<file path="config.mk">
export PLATFORM = sky130hd
export DESIGN_NAME = id_ex_stage
export DESIGN_NICKNAME = d
export VERILOG_FILES = /design/src/rtl/id_ex_stage.sv
export SDC_FILE = /design/constraint.sdc
export NUM_CORES = 1
export LEC_CHECK = 0
export BUFFER_PORTS_ARGS = -buffer_cell sky130_fd_sc_hd__buf_2
export CAP_MARGIN = 40
export CORE_AREA = 2 2 121 123
export DETAILED_ROUTE_END_ITERATION = 8
export DIE_AREA = 0 0 123 125
export HOLD_SLACK_MARGIN = 0.06
export PLACE_DENSITY_LB_ADDON = 0.15
export SLEW_MARGIN = 20
export SYNTH_ARGS = -nofsm -noshare
export SYNTH_HDL_FRONTEND = slang
export SYNTH_SLANG_ARGS = --single-unit
</file>
<file path="constraint.sdc">
create_clock -name clk -period 5.66 [get_ports clk]
set_input_delay 0.566 -clock clk [delete_from_list [all_inputs] [get_ports clk]]
set_output_delay 0.566 -clock clk [all_outputs]
set_load 0.005 [all_outputs]
</file>
<file path="src/rtl/id_ex_stage.sv">
// ID/EX pipeline register with the load-use hazard detector folded in.
// Captures the decode control word and operands and presents them to EX one cycle later.
// A bubble is loaded on a load-use hazard or an upstream flush. Flush wins over hazard.
// Optional build macro: ID_EX_STALL_CNT_EN adds a saturating 16-bit stall counter (stall_cnt).
module id_ex_stage #(
    parameter int DATA_W = 32,
    parameter int REG_AW = 5
) (
    input  logic              clk,
    input  logic              rst,
    input  logic              flush,
    input  logic              id_reg_dst,
    input  logic              id_reg_write,
    input  logic              id_mem_read,
    input  logic              id_mem_write,
    input  logic              id_mem_to_reg,
    input  logic              id_alu_src,
    input  logic [5:0]        id_funct,
    input  logic [REG_AW-1:0] id_rs,
    input  logic [REG_AW-1:0] id_rt,
    input  logic [REG_AW-1:0] id_rd,
    input  logic [DATA_W-1:0] id_rd1,
    input  logic [DATA_W-1:0] id_rd2,
    input  logic [DATA_W-1:0] id_imm,
    input  logic [DATA_W-1:0] id_pc4,
    output logic              ex_reg_dst,
    output logic              ex_reg_write,
    output logic              ex_mem_read,
    output logic              ex_mem_write,
    output logic              ex_mem_to_reg,
    output logic              ex_alu_src,
    output logic [5:0]        ex_funct,
    output logic [REG_AW-1:0] ex_rs,
    output logic [REG_AW-1:0] ex_rt,
    output logic [REG_AW-1:0] ex_rd,
    output logic [DATA_W-1:0] ex_rd1,
    output logic [DATA_W-1:0] ex_rd2,
    output logic [DATA_W-1:0] ex_imm,
    output logic [DATA_W-1:0] ex_pc4,
    output logic              ex_valid,
    output logic              stall
`ifdef ID_EX_STALL_CNT_EN
    ,
    output logic [15:0]       stall_cnt
`endif
);

    // Registered EX-side control word
    logic              r_reg_dst;
    logic              r_reg_write;
    logic              r_mem_read;
    logic              r_mem_write;
    logic              r_mem_to_reg;
    logic              r_alu_src;
    logic [5:0]        r_funct;
    logic              r_valid;

    // Registered EX-side specifiers and data
    logic [REG_AW-1:0] r_rs;
    logic [REG_AW-1:0] r_rt;
    logic [REG_AW-1:0] r_rd;
    logic [DATA_W-1:0] r_rd1;
    logic [DATA_W-1:0] r_rd2;
    logic [DATA_W-1:0] r_imm;
    logic [DATA_W-1:0] r_pc4;

    // Hazard detection terms
    logic w_uses_rt;
    logic w_rt_nonzero;
    logic w_rs_match;
    logic w_rt_match;
    logic w_hazard;
    logic w_bubble;

    // Load-use hazard: EX holds a load whose destination rt is read by the decode instruction
    always_comb begin
        // R-type and stores read rt; I-type ALU ops and loads only read rs
        w_uses_rt    = id_reg_dst | id_mem_write;
        w_rt_nonzero = (r_rt != '0);
        w_rs_match   = (r_rt == id_rs);
        w_rt_match   = w_uses_rt & (r_rt == id_rt);
        w_hazard     = r_mem_read & w_rt_nonzero & (w_rs_match | w_rt_match);
        // A flushed instruction is squashed, so holding it upstream would be pointless
        stall        = w_hazard & ~flush;
        w_bubble     = w_hazard | flush;
    end

    // Control word: a bubble zeroes the controls so it cannot write state or re-trigger a stall
    always_ff @(posedge clk or posedge rst) begin
        if (rst) begin
            r_reg_dst    <= 1'b0;
            r_reg_write  <= 1'b0;
            r_mem_read   <= 1'b0;
            r_mem_write  <= 1'b0;
            r_mem_to_reg <= 1'b0;
            r_alu_src    <= 1'b0;
            r_funct      <= 6'd0;
            r_valid      <= 1'b0;
        end else if (w_bubble) begin
            r_reg_dst    <= 1'b0;
            r_reg_write  <= 1'b0;
            r_mem_read   <= 1'b0;
            r_mem_write  <= 1'b0;
            r_mem_to_reg <= 1'b0;
            r_alu_src    <= 1'b0;
            r_funct      <= 6'd0;
            r_valid      <= 1'b0;
        end else begin
            r_reg_dst    <= id_reg_dst;
            r_reg_write  <= id_reg_write;
            r_mem_read   <= id_mem_read;
            r_mem_write  <= id_mem_write;
            r_mem_to_reg <= id_mem_to_reg;
            r_alu_src    <= id_alu_src;
            r_funct      <= id_funct;
            r_valid      <= 1'b1;
        end
    end

    // Specifiers and data load every cycle, bubble or not, so EX contents stay deterministic
    always_ff @(posedge clk or posedge rst) begin
        if (rst) begin
            r_rs  <= '0;
            r_rt  <= '0;
            r_rd  <= '0;
            r_rd1 <= '0;
            r_rd2 <= '0;
            r_imm <= '0;
            r_pc4 <= '0;
        end else begin
            r_rs  <= id_rs;
            r_rt  <= id_rt;
            r_rd  <= id_rd;
            r_rd1 <= id_rd1;
            r_rd2 <= id_rd2;
            r_imm <= id_imm;
            r_pc4 <= id_pc4;
        end
    end

`ifdef ID_EX_STALL_CNT_EN
    logic [15:0] r_stall_cnt;

    // Count stalled cycles, saturating at all-ones
    always_ff @(posedge clk or posedge rst) begin
        if (rst) begin
            r_stall_cnt <= 16'd0;
        end else if (stall && (r_stall_cnt != 16'hFFFF)) begin
            r_stall_cnt <= r_stall_cnt + 16'd1;
        end
    end

    assign stall_cnt = r_stall_cnt;
`endif

    assign ex_reg_dst    = r_reg_dst;
    assign ex_reg_write  = r_reg_write;
    assign ex_mem_read   = r_mem_read;
    assign ex_mem_write  = r_mem_write;
    assign ex_mem_to_reg = r_mem_to_reg;
    assign ex_alu_src    = r_alu_src;
    assign ex_funct      = r_funct;
    assign ex_rs         = r_rs;
    assign ex_rt         = r_rt;
    assign ex_rd         = r_rd;
    assign ex_rd1        = r_rd1;
    assign ex_rd2        = r_rd2;
    assign ex_imm        = r_imm;
    assign ex_pc4        = r_pc4;
    assign ex_valid      = r_valid;

endmodule

</file>
After elaboration in Yosys (flattened, before gate mapping)
Index checks and enable logic that the tools add are counted.
- equal/unequal tests: 2
- mux-type cells: 8
- reduce and logical (&&, ||, !) cells: 1
- bitwise gates (word level): 8
- operators with widths (operator ; number):
    equality test 5 bit ; 2
    2-to-1 mux 1 bit ; 7
    2-to-1 mux 6 bit ; 1
    nonzero test 5 bit ; 1
    AND 1 bit ; 4
    OR 1 bit ; 3
    inverter 1 bit ; 1
- logic and storage cells: 34
- bits in registers: 156
- input port bits: 158

Logic depth before layout (Yosys ltp)
Gate-level depths: netlist of run 1.
- depth in word-level cells: 6
- mapped depth: 5

Worst setup path after synthesis of run 1
No wires, ideal clock.
- path kind: register to output
- start point: reg r_rt[1], in the netlist ex_rt[1]
- end point: out stall
- data arrival time: 1.364 ns
- required time: 5.094 ns
- stages on the path, launching flop included: 4
- path slack: 3.730 ns
- cell sequence: dfrtp_1 > or4_1 > o21a_2 > and3b_2
- cells in the longest elaborated chain, start to end: 5
- ends and longest elaborated chain (what ; line ; text):
    from (decl) ; 60 ; logic [REG_AW-1:0] r_rt;
    from (signal assigned) ; 132 ; r_rt <= id_rt;
    equality test 5 bit ; 81 ; w_rt_match = w_uses_rt & (r_rt == id_rt);
    AND 1 bit ; 81 ;
    OR 1 bit ; 82 ; w_hazard = r_mem_read & w_rt_nonzero & (w_rs_match | w_rt_match);
    AND 1 bit * ; 82 ;
    AND 1 bit * ; 84 ; stall = w_hazard & ~flush;
    to (decl) ; 41 ; output logic stall
Every way passes the cells marked *; elsewhere a longest branch is shown, timed or not.

Worst setup path in the final report of run 1
Ends and elaborated chain as after synthesis.

==> results of run 1 <==
==> critical path, delay by kind of cell, from the launching register on <==
kind	cells	cell delay [ns]
AND/OR/NAND/NOR	2	0.80
flip-flops	1	0.42
AO/OA/AOI/OAI	1	0.35
buffers and inverters	1	0.12
==> worst paths after layout <==
path	from	endpoint	slack, ns	cells past startpoint
max	ex_rt[1]	stall	2.99	4
min	rst	ex_rd2[26]	0.12	2
max reg2reg	ex_rt[1]	ex_reg_write	4.08	3
min reg2reg	ex_mem_read	ex_mem_to_reg	0.83	2
max in group asynchronous	rst	ex_imm[1]	4.24	4
min in group clk	id_rd1[24]	ex_rd1[24]	0.25	1
==> per-layer routing <==
metal	up-vias	wire length [um]	GRT usage, %
met5	-	0	0
met4	0	188	6.22
met3	14	1230	6.75
met2	165	6000	25.8
met1	1359	3800	14.7
li1	1313	-	-
==> cell usage after synthesis, drive strengths merged (2+ instances only) <==
cell / number
a21oi: 13
buf: 2
dfrtp: 156
nand2b: 12
xnor2: 10
==> power by group through the flow <==
stage	logic (mW)	clock network (mW)	registers (mW)
global placement	0.170	0	1.21
finish	0.170	1.18	1.19
floorplan	0.0361	0	1.22
detailed placement	0.175	0	1.21
global route	0.191	1.26	1.19
CTS	0.176	1.21	1.19
==> final cells by class <==
class / instances / share of cell area (%)
Multi-Input combinational cell: 43 / 4.75
Timing Repair Buffer: 317 / 24.1
Clock inverter: 14 / 2.73
Inverter: 1 / 0.131
Clock buffer: 18 / 6.56
Sequential cell: 156 / 58.3
Tap cell: 184 / 3.44
==> through the flow <==
| stage | hold WS, ns | worst slack [ns] | utilization, % | instance area, um^2 | power (mW) |
|---|---|---|---|---|---|
| 3_3_place_gp | 0.674 | 3.43 | 42.6 | 6050 | 1.38 |
| 4_1_cts | 0.120 | 2.96 | 47.1 | 6700 | 2.58 |
| 6_report | 0.124 | 2.99 | 47.1 | 6700 | 2.54 |
| 2_1_floorplan | 0.597 | 0.887 | - | 4250 | 1.25 |
| 3_5_place_dp | 0.574 | 3.42 | 42.8 | 6070 | 1.38 |
| 5_1_grt | 0.131 | 2.90 | 47.1 | 6700 | 2.65 |
==> kinds of logic after synthesis <==
family                    after synthesis  synth area share [%]
DFF                                   156                  92.0
AOI/OAI and AO/OA                      16                  2.89
buffers and inverters                   4                 0.560
and+or+nand+nor                        17                  2.53
xor gates and xnor gates               10                  2.06
==> reports/qor.txt, run 1 <==
CP startpoint kind: flip-flop
critical path endpoint category: output pin
Max-Cap Viols: 0
IO buf count: 314
via count: 2851
Post-CTS Repair Setup Buffers: 0
Synth Cell Area: 4250 um^2
Max Root-Sink Buffers: 2
most frequent cells in the layout: buf_2, dfrtp_1, clkbuf_16
initial antenna violation count: 0
register area share after synthesis: 92.0%
commonest non-fill, non-tap cell in the layout: buf_2
P&R area growth vs syn: 57.7%
CTS tree: done
Layout Skew: 0.00384 ns
first-pass GRT wire length: 16.3 mm
H-tree levels: 4
fillers: 1341
CTS root buf: clkbuf_16
WP data required: 5.09 ns
Synth Register Bits: 156
global placement routability congestion: 0.753
max incr delay on CP: 0.54 ns
Max Transition Viols Final: 0
measured slew at the worst slew-check pin: 0.581 ns
total track usage: 14.7%
fmax: 375 MHz
drt pass-1 iters: 4
Net Switching: 563 uW
WL per Instance: 15.3 um
Starting Density: 29.9%
sequential power share: 46.7%
cell row count: 44
Sw Ratio: 22.2%
VDD IR max: 0.170 mV
TritonCTS Buffers: 17
final hold vios: 0
post-route setup TNS: 0 ns
GRT overflow: 0
PD cells: 379 nW/um^2
synth warn: 0
Die H: 125 um
post-synth net total: 361
RSZ-0062 raised after global routing: no
fin cells: 733
worst hold path class: input pin to async pin
Die X: 123 um
vias per cell: 3.89
mean post-synth cell area: 20.9 um^2
Synth cell types: 17
Antenna Nets Post-Route: 0
top post-synthesis cells by area: dfrtp_1, a21oi_2, xnor2_1, nand2b_1, a21oi_1
largest fanout on the critical path: 14
WP data arrival: 2.10 ns
Post-synth EDFFs: 0
Ports: 315
internal power: 1.98 mW
CP Cell Sequence: or4_1 -> o21a_2 -> and3b_2 -> buf_2
Syn Inst Count: 203
fraction of registers with async set/reset: 100%
period utilization: 47.2%
Detailed Place HPWL: 8.75 mm
outcome: complete, no violations
Clock power frac: 46.6%
Antenna diodes: 0
register area: 3900 um^2
Clock Latency Late Sink: 0.41 ns
hold buffers post-CTS: 0
combinational share of power: 6.7%
CTS clk-pin slew, worst paths: 0.06 ns
# clock sinks: 156
Leak: 3.49 nW
cell taking the most area after synthesis: dfrtp_1
DIE AREA: 15400 um^2
vias in the first global route: 3029
Placed Instances: 701
Core Footprint: 14200 um^2
drt total wl: 11.2 mm
number of gates resized after cts: 0
area of the multi-input gates: 318 um^2
dominant synthesized flop cell: dfrtp_1
top cell type's share of synthesized area: 92.0%
Nets: 694
Slew headroom: 61.3%
fraction of layout cells with a size suffix above 1: 65.9%
drc violations: 0
Iteration-0 DRC Markers: 57
critical path class: flip-flop to output pin
CP max-delay cell: or4_1
setup violators final: 0
Tmin final: 2.67 ns
largest net degree at the start of global routing: 75
(Power assumes the default switching activity.)
==> run 2: changes to the inputs <==
==> constraint.sdc (replaced) <==
create_clock -name clk -period 2.7 [get_ports clk]
set_input_delay 0.27 -clock clk [delete_from_list [all_inputs] [get_ports clk]]
set_output_delay 0.27 -clock clk [all_outputs]
set_load 0.005 [all_outputs]
==> run 2 against run 1 <==
Worst hold slack got worse by 0.037 ns. Total power rose by 110%. First-iteration DRC count rose by 11%. Worst setup slack got worse by 2.7 ns. Via count grew 21%. Sequential share of layout area down 10 points. Register-to-register slack lost 3.0 ns. Global-route usage rose by 2.4 points. Final cell count is 20% higher. Wire length is 14% higher. Clock skew increased by 0.0015 ns. Highest routed layer is now met5.
==> reports/qor.txt, run 2 (synthesis gave the netlist of run 1 again) <==
VDD IR max: 0.323 mV (+90%)
Slew headroom: 57.7% (-3.6 points)
Max Root-Sink Buffers: 2 (unchanged)
R2R Path End: ex_mem_read
fmax: 418 MHz
drc violations: 0 (unchanged)
setup violators final: 0 (unchanged)
Post-CTS Repair Setup Buffers: 0 (unchanged)
fillers: 1133 (-16%)
Hold Path Stages: 3
drt total wl: 12.7 mm (+14%)
vias per cell: 3.92 (+0.77%)
CP Cell Sequence: or4_1 -> o21a_2 -> and3b_2 -> buf_2
combinational share of power: 9.9% (+3.2 points)
CTS root buf: clkbuf_16
final hold vios: 0 (unchanged)
drt pass-1 iters: 3 (-1)
CTS clk-pin slew, worst paths: 0.06 ns (about the same)
Power, Total: 5.35 mW (+110%)
Ports: 315 (unchanged)
Net Switching: 1.13 mW (+100%)
Max Transition Viols Final: 0 (unchanged)
critical path endpoint category: output pin
post-route setup TNS: 0 ns (unchanged)
PD cells: 659 nW/um^2 (+74%)
CP max-delay cell: or4_1
delay-heaviest family, CP: simple AND/OR/NAND/NOR gates
CTS tree: done
most frequent cells in the layout: buf_2, dfrtp_1, dlygate4sd3_1
largest net degree at the start of global routing: 67 (-11%)
Max-Cap Viols: 0 (unchanged)
commonest non-fill, non-tap cell in the layout: buf_2
P&R area growth vs syn: 91.3%
Sw Ratio: 21.2% (-0.96 points)
Antenna Nets Post-Route: 0 (unchanged)
cell row count: 44 (unchanged)
H-tree levels: 4 (unchanged)
Clock power frac: 43.5% (-3.1 points)
R2R depth: 3 (unchanged)
TritonCTS Buffers: 17 (unchanged)
reg2reg start: ex_rt[1]
total track usage: 17.1% (+2.4 points)
WL per Instance: 14.5 um (-5.3%)
Worst Hold End: ex_funct[1]
initial antenna violation count: 2 (+2)
Nets: 840 (+21%)
Hold Crit Start: id_funct[1]
Crit path buffers/inverters: 1 (unchanged)
internal power: 4.21 mW (+110%)
Die X: 123 um (unchanged)
first-pass GRT wire length: 19.5 mm (+20%)
CP startpoint kind: flip-flop
worst hold path class: input pin to flip-flop
# clock sinks: 156 (unchanged)
largest fanout on the critical path: 14 (unchanged)
Layout Skew: 0.00538 ns (+0.00154 ns)
Iteration-0 DRC Markers: 63 (+11%)
global placement routability congestion: 0.738 (-2.0%)
register-to-register setup slack: 1.11 ns (-2.97 ns)
outcome: complete, no violations
Tmin final: 2.40 ns
via count: 3449 (+21%)
Hold Slack: 0.0873 ns (-0.0371 ns)
measured slew at the worst slew-check pin: 0.635 ns (+0.0545 ns)
sequential power share: 46.6% (about the same)
WP data arrival: 2.13 ns (+0.03 ns)
vias in the first global route: 3881 (+28%)
IO buf count: 314 (unchanged)
DIE AREA: 15400 um^2 (unchanged)
critical path class: flip-flop to output pin
Detailed Place HPWL: 8.74 mm (about the same)
period utilization: 88.7%
RSZ-0062 raised after global routing: no
max incr delay on CP: 0.56 ns (+0.02 ns)
Core Footprint: 14200 um^2 (unchanged)
Die H: 125 um (unchanged)
fraction of layout cells with a size suffix above 1: 52.1% (-14 points)
Leak: 4.10 nW (+17%)
WP data required: 2.43 ns (-2.66 ns)
Starting Density: 29.9% (unchanged)
GRT overflow: 0 (unchanged)
Clock Latency Late Sink: 0.41 ns (about the same)
## run 2: changes by cell type in the layout (fill, tap and decap cells not counted)
cell / previous run / this run
clkinv_2: 1 / 4
inv_8: 2 / 0
clkbuf_8: 1 / 3
diode_2: 0 / 1
bufinv_16: 3 / 2
inv_6: 5 / 1
dlygate4sd3_1: 0 / 144
clkbuf_1: 0 / 2
buf_4: 2 / 4
clkinv_4: 0 / 2
clkinvlp_4: 4 / 2
## run 2: area by class of cell
cell class,count,area (um^2),area share [%]
flip-flops and latches,156,3900,48.1
repair buffers,463,3070,37.8
diodes,1,2.50,0.0308
clock inverters,10,114,1.40
inverters,1,7.51,0.0924
multi-input cells,43,318,3.91
well taps,184,230,2.84
clock buffers,22,474,5.84
## run 2: power by group through the flow
| stage | Clock (mW) | Sequential (mW) | Combinational (mW) |
|---|---|---|---|
| after floorplan | 0 | 2.55 | 0.0761 |
| after global placement | 0 | 2.53 | 0.362 |
| after detailed placement | 0 | 2.53 | 0.367 |
| after CTS | 2.40 | 2.49 | 0.533 |
| after global routing | 2.51 | 2.50 | 0.586 |
| final | 2.33 | 2.49 | 0.530 |
## run 2: how the worst max path moves through the flow
stage | startpoint | end | slack (ns) | cells after the start
2_1_floorplan | rst | ex_alu_src | 0.46 | 1
3_3_place_gp | ex_rt[1] | stall | 0.75 | 4
3_5_place_dp | ex_rt[1] | stall | 0.75 | 4
4_1_cts | ex_rt[1] | stall | 0.29 | 4
5_1_grt | ex_rt[1] | stall | 0.21 | 4
6_report | ex_rt[1] | stall | 0.30 | 4
## run 2: what timing repair did
item | in CTS | in global routing
hold endpoints to repair | 182 | 0
resized for setup | 0 | 0
hold buffers | 144 | 0
## run 2: routing by layer
| metal | vias up | track usage, % | share of wire, % |
|---|---|---|---|
| met5 | - | 0 | 0.13 |
| li1 | 1609 | - | - |
| met3 | 26 | 7.85 | 11 |
| met4 | 2 | 7.55 | 2.7 |
| met2 | 196 | 30.0 | 52 |
| met1 | 1616 | 17.1 | 34 |
## run 2: worst min-delay path, stage by stage
cell	delay, ns
buf_2	0.09
nand2b_1	0.07
a21oi_2	0.03
## run 2: metrics by stage
| stage | instances | util (%) | setup WS [ns] | cell area, um^2 |
|---|---|---|---|---|
| 6_report | 880 | 57.2 | 0.305 | 8120 |
| 5_1_grt | 880 | 57.2 | 0.209 | 8120 |
| 4_1_cts | 878 | 57.0 | 0.288 | 8090 |
| 3_5_place_dp | 702 | 42.7 | 0.747 | 6060 |
| 3_3_place_gp | 702 | 42.7 | 0.747 | 6060 |
| 2_1_floorplan | 203 | - | 0.457 | 4250 |
==> run 3: changes to the inputs <==
--- a/config.mk
+++ b/config.mk
@@ -11,7 +11,7 @@
 export DETAILED_ROUTE_END_ITERATION = 8
 export DIE_AREA = 0 0 123 125
 export HOLD_SLACK_MARGIN = 0.06
-export PLACE_DENSITY_LB_ADDON = 0.15
+export PLACE_DENSITY = 0.72
 export SLEW_MARGIN = 20
 export SYNTH_ARGS = -nofsm -noshare
 export SYNTH_HDL_FRONTEND = slang
==> run 3 against run 2 <==
Via count increased by 2.7%. Core utilization about the same. Non-clock buffer count decreased by 1. Register-to-register slack about the same. Total power increased by 0.42%. Wire length increased by 7.1%. Critical path depth unchanged. Sequential share of layout area about the same. Critical endpoint unchanged.
==> reports/qor.txt, run 3 (synthesis gave the netlist of run 1 again) <==
WP data required: 2.43 ns (about the same)
Hold Crit Start: id_mem_read
outcome: complete, no violations
drc violations: 0 (unchanged)
measured slew at the worst slew-check pin: 0.574 ns (-0.0615 ns)
Power, Total: 5.37 mW (+0.42%)
busiest grt layer: met2
reg2reg start: ex_rt[1]
most frequent cells in the layout: buf_2, dfrtp_1, dlygate4sd3_1
area of the multi-input gates: 318 um^2 (unchanged)
vias in the first global route: 3977 (+2.5%)
Ports: 315 (unchanged)
first-pass GRT wire length: 20.1 mm (+3.1%)
Core Footprint: 14200 um^2 (unchanged)
post-route setup TNS: 0 ns (unchanged)
setup violators final: 0 (unchanged)
drt total wl: 13.7 mm (+7.1%)
register area: 3900 um^2 (unchanged)
Hold Slack: 0.0852 ns (-0.00209 ns)
Tmin final: 2.39 ns (-0.00969 ns)
via count: 3541 (+2.7%)
Iteration-0 DRC Markers: 86 (+37%)
commonest non-fill, non-tap cell in the layout: buf_2
Clock Latency Late Sink: 0.41 ns (about the same)
IO buf count: 314 (unchanged)
PD cells: 661 nW/um^2 (+0.44%)
Worst setup startpoint: ex_rt[1]
period utilization: 88.4% (-0.36 points)
largest fanout on the critical path: 14 (unchanged)
VDD IR max: 0.325 mV (+0.53%)
Max Transition Viols Final: 0 (unchanged)
H-tree levels: 4 (unchanged)
P&R area growth vs syn: 91.2% (about the same)
total track usage: 17.6% (+0.55 points)
CTS root buf: clkbuf_16
RSZ-0062 raised after global routing: no
DIE AREA: 15400 um^2 (unchanged)
fmax: 419 MHz (+0.41%)
Die H: 125 um (unchanged)
fin worst setup slack: 0.315 ns (+0.00969 ns)
Starting Density: 29.9% (unchanged)
worst hold path class: input pin to flip-flop
global placement routability congestion: 0.771 (+4.4%)
critical path class: flip-flop to output pin
fraction of layout cells with a size suffix above 1: 52.1% (about the same)
# clock sinks: 156 (unchanged)
Slew headroom: 61.7% (+4.0 points)
met1 usage: 18.2% (+1.1 points)
final hold vios: 0 (unchanged)
M2 GR Usage: 31.0% (+1.0 points)
Max-Cap Viols: 0 (unchanged)
WP data arrival: 2.12 ns (about the same)
Nets: 839 (-0.12%)
Leak: 4.08 nW (-0.44%)
Layout Skew: 0.00234 ns (-0.00304 ns)
vias per cell: 4.03 (+2.9%)
Max Root-Sink Buffers: 2 (unchanged)
Die X: 123 um (unchanged)
met3 usage: 5.93% (-1.9 points)
largest net degree at the start of global routing: 73 (+9.0%)
CP startpoint kind: flip-flop
GRT overflow: 0 (unchanged)
cell row count: 44 (unchanged)
Setup WS pre-CTS: 0.755 ns (+0.00769 ns)
TritonCTS Buffers: 17 (unchanged)
Antenna Nets Post-Route: 0 (unchanged)
fillers: 1109 (-2.1%)
WL per Instance: 15.6 um (+7.4%)
initial antenna violation count: 1 (-1)
CTS clk-pin slew, worst paths: 0.06 ns (about the same)
number of gates resized after cts: 0 (unchanged)
Detailed Place HPWL: 8.82 mm (+0.86%)
drt pass-1 iters: 4 (+1)
CTS tree: done
critical path endpoint category: output pin
Finished Core Util: 57.2% (about the same)
==> run 3: cell count changes in the layout (fill, tap and decap cells not counted), moves of 2 or more <==
| cell | previous run | this run |
|---|---|---|
| inv_6 | 1 | 3 |
| clkinvlp_4 | 2 | 5 |
| inv_8 | 0 | 2 |
| clkbuf_8 | 3 | 0 |
| clkinv_2 | 4 | 1 |
| clkbuf_1 | 2 | 0 |
| buf_4 | 4 | 1 |
| buf_12 | 0 | 2 |
==> run 3: critical path, cell delays in order (launching register included) <==
cell     delay (ns)
dfrtp_1        0.42
or4_1          0.55
o21a_2         0.35
and3b_2        0.26
buf_2          0.12
==> run 3: stage by stage <==
step	instances	area, um^2
detailed placement	701	6080
global placement	701	6080
global route	877	8120
CTS	877	8120
floorplan	203	4250
finish	878	8120
==> run 3: routing by layer <==
layer	vias up	share of wire [%]
li1	1604	-
met1	1703	35
met2	197	53
met3	37	8.4
met4	0	3.5
met5	-	0
==> run 3: area by class of cell <==
type	count	share of cell area (%)
Inverter	1	0.0925
Clock buffer	17	5.24
Clock inverter	14	1.99
Multi-Input combinational cell	43	3.91
Timing Repair Buffer	462	37.8
Sequential cell	156	48.1
Tap cell	184	2.84
Antenna cell	1	0.0308
==> run 3: path summary, 6_finish.rpt <==
| kind | endpoint | slack [ns] | cells after the start |
|---|---|---|---|
| worst max-delay path | stall | 0.31 | 4 |
| min in group asynchronous | ex_rd1[0] | 0.47 | 3 |
| max in group asynchronous | ex_imm[24] | 1.50 | 4 |
| worst min register to register | ex_valid | 0.83 | 2 |
| worst max register to register | ex_mem_to_reg | 1.12 | 3 |
| worst min-delay path | ex_mem_read | 0.09 | 3 |
==> run 3: what timing repair did <==
action,4_1_cts,5_1_grt
buffers inserted,0,0
hold buffers,145,0
endpoints found under the hold margin,168,0
==> run 3: power breakdown <==
part           internal [mW]  switching, mW  total, mW  leakage (nW)
sequential              2.46         0.0396       2.50          1.83
combinational          0.323          0.214      0.537          1.97
clock                   1.38          0.961       2.34         0.276
